`config.mk`:
```
export PLATFORM = sky130hd
export DESIGN_NAME = seg_scan_driver
export DESIGN_NICKNAME = d
export VERILOG_FILES = /design/src/rtl/clock_disp_pkg.sv /design/src/rtl/scan_tick_counter.sv /design/src/rtl/seg_scan_driver.sv
export SDC_FILE = /design/constraint.sdc
export NUM_CORES = 1
export LEC_CHECK = 0
export BUFFER_PORTS_ARGS = -buffer_cell sky130_fd_sc_hd__buf_2
export CAP_MARGIN = 20
export CORE_MARGIN = 3
export CORE_UTILIZATION = 55
export CTS_CLUSTER_SIZE = 10
export DETAILED_ROUTE_END_ITERATION = 10
export GPL_ROUTABILITY_DRIVEN = 0
export HOLD_SLACK_MARGIN = 0.06
export PLACE_DENSITY_LB_ADDON = 0.08
export SYNTH_ARGS = -nofsm -noshare
export SYNTH_HDL_FRONTEND = slang
export SYNTH_SLANG_ARGS = --single-unit
```
`constraint.sdc`:
```
create_clock -name clk -period 3 [get_ports clk]
set_clock_uncertainty 0.1 [all_clocks]
set_input_delay 0.6 -clock clk [delete_from_list [all_inputs] [get_ports clk]]
set_output_delay 0.6 -clock clk [all_outputs]
set_load 0.05 [all_outputs]
```
`src/rtl/clock_disp_pkg.sv`:
```
// clock_disp_pkg: shared display geometry, scan states and segment constants.
package clock_disp_pkg;
  localparam int NUM_DIGITS = 6;
  localparam int SEG_W = 7;
  typedef enum logic [1:0] {IDLE, BLANK, DRIVE} scan_state_e;
  localparam logic [SEG_W-1:0] SEG_BLANK = '0;
  localparam logic [SEG_W-1:0] SEG_LIT = '1;
endpackage

```
`src/rtl/scan_tick_counter.sv`:
```
// scan_tick_counter: loadable down-counter that parks at zero; tc flags zero.
module scan_tick_counter #(
  parameter int W = 4
) (
  input  logic         clk,
  input  logic         rst_n,
  input  logic         load,
  input  logic [W-1:0] load_val,
  output logic         tc
);
  logic [W-1:0] cnt;
  always_ff @(posedge clk or negedge rst_n)
    if (!rst_n) cnt <= '0;
    else if (load) cnt <= load_val;
    else if (cnt != '0) cnt <= cnt - 1'b1;
  assign tc = cnt == '0;
endmodule

```
`src/rtl/seg_scan_driver.sv`:
```
// seg_scan_driver: time-multiplexes a 42-bit segment bus onto a 6-digit display.
// Optional PWM dimming via brightness port when SEG_SCAN_DIMMING_EN is defined.
module seg_scan_driver
  import clock_disp_pkg::*;
#(
  parameter int DIGIT_TICKS    = 1000,
  parameter int BLANK_TICKS    = 16,
  parameter bit SEG_ACTIVE_LOW = 1'b1,
  parameter bit AN_ACTIVE_LOW  = 1'b1
) (
  input  logic                        clk,
  input  logic                        rst_n,
  input  logic                        enable,
  input  logic [NUM_DIGITS*SEG_W-1:0] segment_in,
`ifdef SEG_SCAN_DIMMING_EN
  input  logic [3:0]                  brightness,
`endif
  output logic [SEG_W-1:0]            seg_out,
  output logic [NUM_DIGITS-1:0]       an_out,
  output logic                        frame_start
);
  localparam int MAXT = DIGIT_TICKS > BLANK_TICKS ? DIGIT_TICKS : BLANK_TICKS;
  localparam int CW = $clog2(MAXT + 1);
  localparam logic [CW-1:0] DRV_LD = CW'(DIGIT_TICKS - 1);
  localparam logic [CW-1:0] BLK_LD = CW'(BLANK_TICKS == 0 ? 0 : BLANK_TICKS - 1);
  localparam scan_state_e SLOT = BLANK_TICKS == 0 ? DRIVE : BLANK;
  localparam logic [CW-1:0] SLOT_LD = BLANK_TICKS == 0 ? DRV_LD : BLK_LD;
  localparam logic [SEG_W-1:0] SEG_INV = {SEG_W{SEG_ACTIVE_LOW}};
  localparam logic [NUM_DIGITS-1:0] AN_INV = {NUM_DIGITS{AN_ACTIVE_LOW}};
  scan_state_e state, state_d;
  logic [2:0] dig, dig_d;
  logic [NUM_DIGITS-1:0][SEG_W-1:0] shadow;
  logic load, snap, first, tc, last, pwm_on;
  logic [CW-1:0] ld_val;
  logic [SEG_W-1:0] seg_now;
  logic [NUM_DIGITS-1:0] an_now;
  scan_tick_counter #(.W(CW)) u_tick (
    .clk(clk), .rst_n(rst_n), .load(load), .load_val(ld_val), .tc(tc)
  );
  assign last = dig == 3'(NUM_DIGITS - 1);
  always_comb begin
    state_d = state;
    dig_d   = dig;
    load    = 1'b0;
    ld_val  = SLOT_LD;
    snap    = 1'b0;
    if (!enable) begin
      state_d = IDLE;
      dig_d   = '0;
    end else if (state == IDLE) begin
      state_d = SLOT;
      dig_d   = '0;
      load    = 1'b1;
      snap    = 1'b1;
    end else if (tc && state == BLANK) begin
      state_d = DRIVE;
      load    = 1'b1;
      ld_val  = DRV_LD;
    end else if (tc) begin
      state_d = SLOT;
      load    = 1'b1;
      dig_d   = last ? 3'd0 : dig + 3'd1;
      snap    = last;
    end
  end
  always_ff @(posedge clk or negedge rst_n)
    if (!rst_n) begin
      state  <= IDLE;
      dig    <= '0;
      shadow <= '0;
      first  <= 1'b0;
    end else begin
      state <= state_d;
      dig   <= dig_d;
      first <= snap;
      if (snap) shadow <= segment_in;
    end
`ifdef SEG_SCAN_DIMMING_EN
  logic [3:0] pwm, bright;
  // brightness is latched on every DRIVE entry so a slot never changes duty midway
  always_ff @(posedge clk or negedge rst_n)
    if (!rst_n) begin
      pwm    <= '0;
      bright <= '0;
    end else if (load && state_d == DRIVE) begin
      pwm    <= '0;
      bright <= brightness;
    end else if (state == DRIVE) pwm <= pwm + 4'd1;
  assign pwm_on = pwm < bright;
`else
  assign pwm_on = 1'b1;
`endif
  assign seg_now = state == DRIVE ? shadow[dig] : SEG_BLANK;
  assign an_now  = state == DRIVE && pwm_on ? NUM_DIGITS'(1) << dig : '0;
  always_ff @(posedge clk or negedge rst_n)
    if (!rst_n) begin
      seg_out     <= SEG_BLANK ^ SEG_INV;
      an_out      <= AN_INV;
      frame_start <= 1'b0;
    end else begin
      seg_out     <= seg_now ^ SEG_INV;
      an_out      <= an_now ^ AN_INV;
      frame_start <= first;
    end
endmodule

```
; ---- After elaboration in Yosys (flattened, before gate mapping)
; Cells that the tools add are included.
; W data, S select, Z words.
[word_totals]
register_bits = 72
output_inout_bits = 14
in_bits = 45
word_cells = 57
[classes]
n_addsub = 2
eq_ne = 6
n_bitwise = 2
n_mux = 26
magnitude_cmp = 1
reduce_logical = 6
n_shift = 1
[op_table]
columns = operator, n
row1 = $mux W10, 5
row2 = $bmux W7 S3, 1
row3 = $mux W3, 5
row4 = $mux W7, 2
row5 = $logic_not A10 Y1, 1
row6 = $reduce_bool A10 Y1, 1
row7 = $sub A10 B1 Y10 const B, 1
row8 = $mux W1, 8
row9 = $mux W2, 4
row10 = $not A7 Y7, 1
row11 = $mux W6, 1
row12 = $not A6 Y6, 1
row13 = $shl A1 B3 Y6 const A, 1
row14 = $lt A3 B4 Y1 const B, 1
row15 = $ne A4 B1 Y1 const B, 1
row16 = $add A3 B1 Y3 const B, 1
row17 = $eq A3 B3 Y1 const B, 1
row18 = $ne A3 B1 Y1 const B, 1
row19 = $ne A3 B3 Y1 const B, 1
row20 = $eq A2 B1 Y1 const B, 1
row21 = $eq A2 B2 Y1 const B, 1
row22 = $logic_not A2 Y1, 1
row23 = $reduce_and A2 Y1, 1
row24 = $reduce_bool A2 Y1, 1
row25 = $logic_and A1 B1 Y1, 1

; ---- Logic depth before layout (Yosys ltp)
; Gate-level depths: netlist (run 1).
[logic_depth]
depth_word = 6
ltp_mapped = 7

; ---- Hierarchy
; From an unflattened synthesis (run 1), not the netlist that was laid out.
[hier_totals]
hier_cells = 258
area_unflattened_um2 = 3273.1
[modules_own_cells]
columns = mod, cells_each, instances, seq_area_each_um2, area_per_inst_um2
row1 = seg_scan_driver, 191, 1, 1567.8, 2678.8
row2 = scan_tick_counter, 67, 1, 250.2, 594.3

; ---- Worst setup path after synthesis (run 1)
; No wires, ideal clock.
[synth_path]
path_type = flip-flop to flip-flop
from = register u_tick.cnt[0]
to = register shadow[0] (netlist name)
stages_incl_launch_ff = 8
setup_time_ps = 127
period_less_slack_ps = 2052
arrival_ps = 1824
slack_ps = 948
path_cell_list = dfrtp_1 inv_1 ha_1 nor3b_2 nand4_1 a21boi_4 buf_6 mux2_1
[synth_between]
elab_chain_len = 5
word_cells_on_any_way = 6
cone_classes = 4 x mux / 2 x reduce/logical
[synth_rtl]
columns = item, line_no
row1 = "start, declared", scan_tick_counter.sv:11  ; logic [W-1:0] cnt;
row2 = "start signal, assigned", scan_tick_counter.sv:14  ; else if (load) cnt <= load_val;
row3 = "start signal, assigned", scan_tick_counter.sv:15  ; else if (cnt != '0) cnt <= cnt - 1'b1;
row4 = $logic_not A10 Y1 (*), scan_tick_counter.sv:16  ; assign tc = cnt == '0;
row5 = $mux W1 / $logic_and A1 B1 Y1 (equally long branches), "seg_scan_driver.sv:59, seg_scan_driver.sv:55"
row6 = $mux W1 (*), seg_scan_driver.sv:55  ; end else if (tc && state == BLANK) begin
row7 = $mux W1 (*), seg_scan_driver.sv:50  ; end else if (state == IDLE) begin
row8 = $mux W1 (*), seg_scan_driver.sv:47  ; if (!enable) begin
row9 = "end signal, assigned", seg_scan_driver.sv:76  ; if (snap) shadow <= segment_in;
row10 = "end, declared", seg_scan_driver.sv:32  ; logic [NUM_DIGITS-1:0][SEG_W-1:0] shadow;
; Mark *: on every way between the ends. The rest lies on a longest branch, timed or not.
; A chain may end at the register's enable or synchronous reset.

; ---- Final worst setup path (run 1)
[layout_path]
from = register u_tick.cnt[0]
to = register shadow[39] (netlist name)
; Same word-level chain as after synthesis.

==> results.py, run 1 <==
metrics = {
    "run_status": {
        "status": "finished, final reports clean",
    },
    "clock_tree": {
        "hold_buffers": 0,
        "cts_num_sinks": 72,
        "cts_tree": "done",
        "cts_buffers": 9,
        "insertion_delay_ns": 0.34,
        "root_buffer": "clkbuf_8",
        "cts_max_level": 3,
        "cts.clk_slew.worst_paths_ns": 0.07,
        "cts_resized": 0,
        "cts_post_setup_buffers_inserted": 0,
        "cts_buffer_depth": 2,
    },
    "setup_path": {
        "cp.required_ns": 3.13,
        "rrSetupSlack_ns": 0.77,
        "crit_path_max_fanout": 43,
        "crit_type": "reg2reg",
        "cp.arrival_ns": 2.35,
        "end_kind": "flip-flop",
        "reg2regPathDepth": 7,
        "critPathLaunchType": "flip-flop",
    },
    "cells_and_area": {
        "design_area_um2": 3747,
        "final_nets": 353,
        "final_common_cell": "dfrtp_1",
        "regArea_um2": 1818,
        "num-fill-cells": 433,
        "synthToLayoutAreaGrowth_pct": 16.63,
        "multi_input_area_um2": 1310,
        "drive_above_1_share": 0.3387,
        "final_cell_mix": "dfrtp_1, buf_2, mux2_1",
        "antenna_cells": 0,
    },
    "logic_synthesis": {
        "synthMuxAreaShare": 0.2212,
        "synthTopCellsByArea": "dfrtp_1, mux2_1, dfstp_2",
        "netlist_area_um2": 3213,
        "netlist-cell-type-count": 41,
        "synth_fa_ha_area_frac": 0.007788,
        "synth_seq_cells": 72,
        "yosysWarnings": 0,
        "synth-compound-area-share": 0.04945,
        "synth_top_flop_cell": "dfrtp_1",
        "synth.net_count": 289,
        "yosysSeqAreaShare": 0.5658,
        "yosys.area_share.xor_xnor": 0.02181,
        "postSynthAreaPerCell_um2": 13.28,
        "syn_inst": 242,
        "synth_top_cell_by_area": "dfrtp_1",
        "synth_top_family_by_area": "multiplexers",
        "yosys.area_share.simple": 0.1075,
        "synth_edf_count": 0,
        "synth_top_area_share": 0.4595,
        "synthArstFlopShare": 1.000,
    },
    "sta": {
        "slew_viol_final": 0,
        "max_freq_mhz": 448.6,
        "tightest_slew_ns": 0.8730,
        "timing.final.crit_share": 0.7431,
        "max_slew_margin": 0.4180,
        "hold_slack_ns": 0.2530,
        "finalHoldViolCount": 0,
        "setup_viol": 0,
        "period_minus_slack_ns": 2.229,
        "final.setup.tns_ns": 0,
        "rsz0062_at_grt": "no",
    },
    "route": {
        "routed_via_density": 5.327,
        "antenna_left": 0,
        "vias": 2035,
        "drc": 0,
        "drt-total-wl_mm": 5.606,
        "wl_per_cell_um": 14.68,
        "drt_iter0_markers": 69,
        "first_pass_iters": 4,
    },
    "placed_design": {
        "post-dp-hpwl_mm": 3.899,
        "place_area_um2": 3573,
        "port_buffers": 58,
    },
    "floorplanning": {
        "core_area_um2": 5574,
        "die_area_um2": 6795,
        "initial_core_util": 0.5764,
        "ios": 59,
        "die_height_um": 82.43,
        "num_rows": 27,
        "die_w_um": 82.43,
    },
    "grt": {
        "gr-total-overflow": 0,
        "antenna_found_initial": 0,
        "grt_pass1_wl_mm": 9.321,
        "grt_util_all_layers": 0.1885,
        "grt_pass1_vias": 1987,
        "grt_max_degree": 73,
    },
    "pwr": {
        "ir_drop_mv": 0.3561,
        "p_leak_nw": 1.605,
        "p_total_mw": 2.310,
        "power_density_nw_per_um2": 616.5,
    },
    "hold_path": {
        "hold_depth": 0,
        "hold_path_class": "reg2reg",
    },
    "job": {
        "max-cap-violations": 0,
    },
}
report_power, final:
group / total [mW] / switching, mW / internal (mW)
clock: 0.677 / 0.335 / 0.342
combinational: 0.408 / 0.188 / 0.221
sequential: 1.23 / 0.106 / 1.12
critical path, stage by stage, from the launching register on:
cell	delay, ns
dfrtp_1	0.42
inv_1	0.07
ha_1	0.18
nor3b_2	0.29
nand4_1	0.19
a21boi_4	0.21
buf_12	0.25
mux2_2	0.37
layout make-up:
type,instances,area share
multi-input cells,156,0.3496
flip-flops and latches,72,0.4851
clock inverters,2,0.004007
inverters,4,0.004007
clock buffers,13,0.04240
well taps,72,0.02404
repair buffers,63,0.09082
sequential cells by signal, summed over array words and instances (netlist names):
register and cells:
first 1, seg_out 7, u_tick.cnt 10, shadow 42, an_out 6, dig 3
frame_start 1, state 2
per-layer routing:
metal	global-route usage	part of all wire	up-vias
li1	-	-	990
met1	0.2586	0.46	981
met2	0.2813	0.48	54
met3	0.05098	0.049	10
met4	0.08472	0.019	0
met5	0	0	-
cells in the mapped netlist, drive strengths merged (3+ instances only):
library cell and count:
dfrtp 59, mux2 42, nand2 24, dfstp 13
o21ai 11, mux2i 8, nor2 8, a21oi 7
mux4 7, xnor2 7, buf 6, clkbuf 4
nand3 4, nor2b 4, inv 3, nor3 3
nor4 3
path summary, 6_finish.rpt:
kind,start,end
worst min register to register,first,frame_start
worst max-delay path,u_tick.cnt[0],shadow[39]
min in group asynchronous,rst_n,u_tick.cnt[8]
worst min-delay path,first,frame_start
worst max register to register,u_tick.cnt[0],shadow[39]
max in group asynchronous,rst_n,shadow[32]
logic make-up after synthesis:
kind of cell,Yosys count
compound gates,25
xor+xnor,8
fa+ha+maj,2
buf+inv,14
flops,72
mux,57
simple gates,64
stage by stage:
stage          instances    util  worst slack, ns
2_1_floorplan        242       -           0.9484
3_5_place_dp         367  0.6411           0.7893
5_1_grt              382  0.6723           0.5020
6_report             382  0.6723           0.7706
3_3_place_gp         367  0.6411           0.8495
4_1_cts              382  0.6723           0.7701
No activity file was read; power rests on OpenSTA's default activity.
==> run 2, diff against run 1 <==
==> constraint.sdc (replaced) <==
create_clock -name clk -period 2.21 [get_ports clk]
set_clock_uncertainty 0.1 [all_clocks]
set_input_delay 0.442 -clock clk [delete_from_list [all_inputs] [get_ports clk]]
set_output_delay 0.442 -clock clk [all_outputs]
set_load 0.05 [all_outputs]
==> results.py, run 2 (synthesis gave the netlist of run 1 again) <==
metrics = {
    "run_status": {
        "status": "finished, final reports clean",
    },
    "cells_and_area": {
        "design_area_um2": 3881,
        "final_nets": 364,
        "antenna_cells": 0,
        "synthToLayoutAreaGrowth_pct": 20.79,
        "final_common_cell": "dfrtp_1",
        "top_regs": "shadow x42, u_tick.cnt x10, seg_out x7",
        "largest_reg_flops": 42,
        "final_cell_mix": "dfrtp_1, buf_2, mux2_1",
        "drive_above_1_share": 0.3634,
        "regMostFlops": "shadow",
        "finalNonFillerCells": 394,
    },
    "setup_path": {
        "rr_endpoint": "shadow[10]",
        "critPathLaunchType": "flip-flop",
        "crit_path_max_fanout": 24,
        "rrSetupSlack_ns": 0.14,
        "end_kind": "flip-flop",
        "cp.arrival_ns": 2.18,
        "cp.required_ns": 2.33,
        "regToRegStartpoint": "u_tick.cnt[0]",
        "crit_type": "reg2reg",
        "reg2regPathDepth": 7,
    },
    "hold_path": {
        "hold_path_class": "in2reg",
        "holdPathEnd": "shadow[32]",
        "hold_depth": 2,
        "holdCritStartpoint": "segment_in[32]",
    },
    "sta": {
        "max_freq_mhz": 483.8,
        "setup_viol": 0,
        "slew_viol_final": 0,
        "period_minus_slack_ns": 2.067,
        "final.setup.tns_ns": 0,
        "tightest_slew_ns": 0.5684,
        "fin_ws_ns": 0.1429,
        "hold_slack_ns": 0.2158,
        "max_slew_margin": 0.6211,
        "finalHoldViolCount": 0,
        "rsz0062_at_grt": "yes",
        "timing.final.crit_share": 0.9354,
    },
    "pwr": {
        "p_clk_frac": 0.311,
        "ir_drop_mv": 0.5086,
        "switching_power_mw": 0.8839,
        "p_leak_nw": 1.682,
        "power_frac_comb": 0.185,
        "power_density_nw_per_um2": 849.5,
        "p_int_mw": 2.413,
        "p_seq_frac": 0.504,
        "swShare": 0.2681,
    },
    "clock_tree": {
        "cts_num_sinks": 72,
        "cts.clk_slew.worst_paths_ns": 0.07,
        "cts_max_level": 3,
        "root_buffer": "clkbuf_8",
        "cts_tree": "done",
        "insertion_delay_ns": 0.34,
        "cts_buffer_depth": 2,
        "cts_buffers": 9,
        "cts_resized": 0,
    },
    "grt": {
        "met2_usage": 0.3013,
        "grt.busiest_layer": "met2",
        "grt_pass1_wl_mm": 9.515,
        "met1_usage": 0.2477,
        "grt_max_degree": 32,
        "antenna_found_initial": 0,
        "grt_pass1_vias": 2078,
        "grtUsageMet3": 0.03579,
        "grt_util_all_layers": 0.1899,
        "gr-total-overflow": 0,
    },
    "placed_design": {
        "place_inst": 377,
        "port_buffers": 58,
        "place_area_um2": 3674,
        "post-dp-hpwl_mm": 4.221,
        "preCtsSetupSlack_ns": 0.1196,
    },
    "floorplanning": {
        "core_area_um2": 5574,
        "initial_core_util": 0.5764,
        "num_rows": 27,
        "die_height_um": 82.43,
        "ios": 59,
        "die_area_um2": 6795,
        "die_w_um": 82.43,
    },
    "route": {
        "drc": 0,
        "vias": 2091,
        "drt_iter0_markers": 90,
        "drt-total-wl_mm": 5.746,
        "antenna_left": 0,
        "routed_via_density": 5.307,
        "first_pass_iters": 4,
        "wl_per_cell_um": 14.58,
    },
    "job": {
        "max-cap-violations": 0,
    },
}
==> run 2: final cells by class <==
type	instances	area, um^2
flip-flops and latches	72	1818
multi-input cells	156	1310
clock inverters	5	56.30
inverters	4	15.01
fillers	435	1693
clock buffers	11	141.4
well taps	72	90.09
repair buffers	74	450.4
==> run 2: timing repair <==
item | CTS | global route
setup buffers | 0 | 0
hold buffers | 1 | 0
setup endpoints to repair | 0 | 22
hold endpoints to repair | 20 | 0
==> run 2: power by group through the flow <==
stage               clock network (mW)  logic [mW]  registers [mW]
floorplan                            0       0.418            1.66
global placement                     0       0.599            1.68
detailed placement                   0       0.611            1.69
CTS                               1.05       0.618            1.66
global route                      1.11       0.689            1.69
finish                            1.02       0.611            1.66
==> run 2: worst max path at each step <==
stage	from	to	cells past startpoint
floorplan	u_tick.cnt[0]	shadow[0]	7
global placement	u_tick.cnt[0]	shadow[40]	7
detailed placement	u_tick.cnt[0]	shadow[40]	7
CTS	u_tick.cnt[0]	shadow[10]	7
global route	u_tick.cnt[0]	shadow[10]	7
finish	u_tick.cnt[0]	shadow[10]	7
==> run 2: layer usage <==
metal | vias up | part of all wire | wire length (um)
li1 | 1014 | - | -
met1 | 1023 | 0.44 | 2550
met2 | 45 | 0.50 | 2856
met3 | 9 | 0.045 | 256
met4 | 0 | 0.014 | 83
met5 | - | 0 | 0
==> run 2: worst max-delay path, cell delays in order, from the launching register on <==
cell and delay [ns]:
dfrtp_1 0.43, inv_1 0.07, ha_1 0.18, nor3b_2 0.20, nand4_1 0.17, a21boi_4 0.24
buf_12 0.20, mux2_1 0.34
==> run 2: through the flow <==
step	utilization	total power, mW
floorplan	-	2.075
global placement	0.6590	2.280
detailed placement	0.6590	2.301
CTS	0.6963	3.335
global route	0.6963	3.487
finish	0.6963	3.297
==> run 3, diff against run 2 <==
--- a/config.mk
+++ b/config.mk
@@ -13,7 +13,7 @@
 export DETAILED_ROUTE_END_ITERATION = 10
 export GPL_ROUTABILITY_DRIVEN = 0
 export HOLD_SLACK_MARGIN = 0.06
-export PLACE_DENSITY_LB_ADDON = 0.08
+export PLACE_DENSITY = 0.88
 export SYNTH_ARGS = -nofsm -noshare
 export SYNTH_HDL_FRONTEND = slang
 export SYNTH_SLANG_ARGS = --single-unit
==> constraint.sdc (replaced) <==
create_clock -name clk -period 2.21 [get_ports clk]
set_clock_uncertainty 0.1 [all_clocks]
set_input_delay 0.1105 -clock clk [delete_from_list [all_inputs] [get_ports clk]]
set_output_delay 0.1105 -clock clk [all_outputs]
set_load 0.05 [all_outputs]
==> results.py, run 3 (synthesis gave the netlist of run 1 again) <==
metrics = {
    "run_status": {
        "status": "finished, final reports clean",
    },
    "cells_and_area": {
        "top_regs": "shadow x42, u_tick.cnt x10, seg_out x7",
        "final_nets": 409,
        "final_common_cell": "dfrtp_1",
        "final_cell_mix": "dfrtp_1, buf_2, dlygate4sd3_1",
        "largest_reg_flops": 42,
        "antenna_cells": 0,
        "drive_above_1_share": 0.3297,
        "regMostFlops": "shadow",
        "synthToLayoutAreaGrowth_pct": 37.54,
    },
    "setup_path": {
        "cp.required_ns": 2.33,
        "critPathLaunchType": "flip-flop",
        "crit_type": "reg2reg",
        "crit_path_max_fanout": 7,
        "cp.arrival_ns": 2.32,
        "end_kind": "flip-flop",
    },
    "sta": {
        "max_slew_margin": 0.6347,
        "setup_viol": 0,
        "slew_viol_final": 0,
        "hold_slack_ns": 0.1910,
        "tightest_slew_ns": 0.5469,
        "finalHoldViolCount": 0,
        "period_minus_slack_ns": 2.202,
        "max_freq_mhz": 454.2,
        "timing.final.crit_share": 0.9963,
    },
    "clock_tree": {
        "cts_buffers": 9,
        "insertion_delay_ns": 0.35,
        "cts_tree": "done",
        "root_buffer": "clkbuf_8",
        "cts_max_level": 3,
        "cts.clk_slew.worst_paths_ns": 0.09,
        "cts_buffer_depth": 2,
        "cts_num_sinks": 72,
    },
    "floorplanning": {
        "die_area_um2": 6795,
        "ios": 59,
        "core_area_um2": 5574,
        "die_w_um": 82.43,
        "num_rows": 27,
        "die_height_um": 82.43,
        "initial_core_util": 0.5764,
    },
    "pwr": {
        "p_clk_frac": 0.321,
        "p_int_mw": 2.625,
        "p_seq_frac": 0.466,
        "swShare": 0.2765,
        "p_leak_nw": 1.905,
        "power_density_nw_per_um2": 820.9,
        "switching_power_mw": 1.003,
        "ir_drop_mv": 0.6806,
        "power_frac_comb": 0.213,
        "p_total_mw": 3.628,
    },
    "route": {
        "wl_per_cell_um": 18.01,
        "drt-total-wl_mm": 7.908,
        "first_pass_iters": 4,
        "antenna_left": 0,
        "routed_via_density": 5.515,
        "drt_iter0_markers": 250,
        "vias": 2421,
        "drc": 0,
    },
    "grt": {
        "antenna_found_initial": 0,
        "gr-total-overflow": 0,
        "grt_util_all_layers": 0.2474,
        "grt_pass1_vias": 2555,
        "grt_max_degree": 73,
        "grt_pass1_wl_mm": 12.10,
    },
    "job": {
        "max-cap-violations": 0,
    },
    "placed_design": {
        "port_buffers": 58,
        "post-dp-hpwl_mm": 4.190,
    },
    "hold_path": {
        "hold_path_class": "in2async",
    },
}
run 3: cell types whose count changed in the layout (fill, tap and decap cells not counted), moves of 2 or more:
cell,change
clkinv_2,-2
clkbuf_16,+2
clkbuf_1,+2
inv_2,+2
inv_1,-2
dlygate4sd3_1,+43
buf_4,-2
run 3: what timing repair did:
action                                  4_1_cts  5_1_grt
hold buffers                                 44        0
endpoints found under the setup margin        0       42
hold endpoints to repair                    124        0
gates resized for setup                       0        7
buffers inserted                              0        1
run 3: power groups by stage:
stage	clock network, mW	logic [mW]	registers (mW)
finish	1.17	0.772	1.69
global route	1.23	0.847	1.71
CTS	1.15	0.680	1.67
detailed placement	0	0.613	1.69
global placement	0	0.586	1.68
floorplan	0	0.418	1.66
run 3: area by class of cell:
| type | instances | area (um^2) |
|---|---|---|
| Sequential cell | 72 | 1818 |
| Multi-Input combinational cell | 156 | 1333 |
| Fill cell | 319 | 1155 |
| Timing Repair Buffer | 119 | 947.2 |
| Clock buffer | 13 | 148.9 |
| Tap cell | 72 | 90.09 |
| Clock inverter | 3 | 67.56 |
| Inverter | 4 | 15.01 |
run 3: metrics by stage:
stage / util / TNS, ns / cell area, um^2 / setup WS [ns] / std cells
floorplan: - / 0 / 3213 / 0.1584 / 242
global placement: 0.6563 / 0 / 3659 / 0.1918 / 375
detailed placement: 0.6563 / 0 / 3659 / 0.09358 / 375
CTS: 0.7742 / 0 / 4315 / 0.09664 / 435
global route: 0.7928 / -0.4114 / 4419 / -0.04240 / 439
finish: 0.7928 / 0 / 4419 / 0.008128 / 439
run 3: worst max-delay path, cell delays in order (launching register included):
cell and delay (ns):
dfrtp_1 0.43, inv_2 0.09, ha_4 0.14, nor3b_4 0.21, nand4_1 0.21, a21boi_4 0.25, buf_12 0.16, clkbuf_16 0.15
mux2_1 0.34
run 3: metal layers:
| layer | GRT usage | vias up | routed length [um] |
|---|---|---|---|
| met5 | 0 | - | 0 |
| met4 | 0.1362 | 0 | 277 |
| met3 | 0.05748 | 21 | 430 |
| met2 | 0.4159 | 104 | 4133 |
| met1 | 0.2922 | 1195 | 3066 |
| li1 | - | 1101 | - |
run 3: final timing paths:
kind	start	end	slack, ns	cells past startpoint
max	u_tick.cnt[0]	shadow[1]	0.008	8
min	rst_n	shadow[12]	0.19	3
max reg2reg	u_tick.cnt[0]	shadow[1]	0.008	8
min reg2reg	first	frame_start	0.26	0
max in group asynchronous	rst_n	an_out[5]	1.46	3
min in group clk	first	frame_start	0.26	0
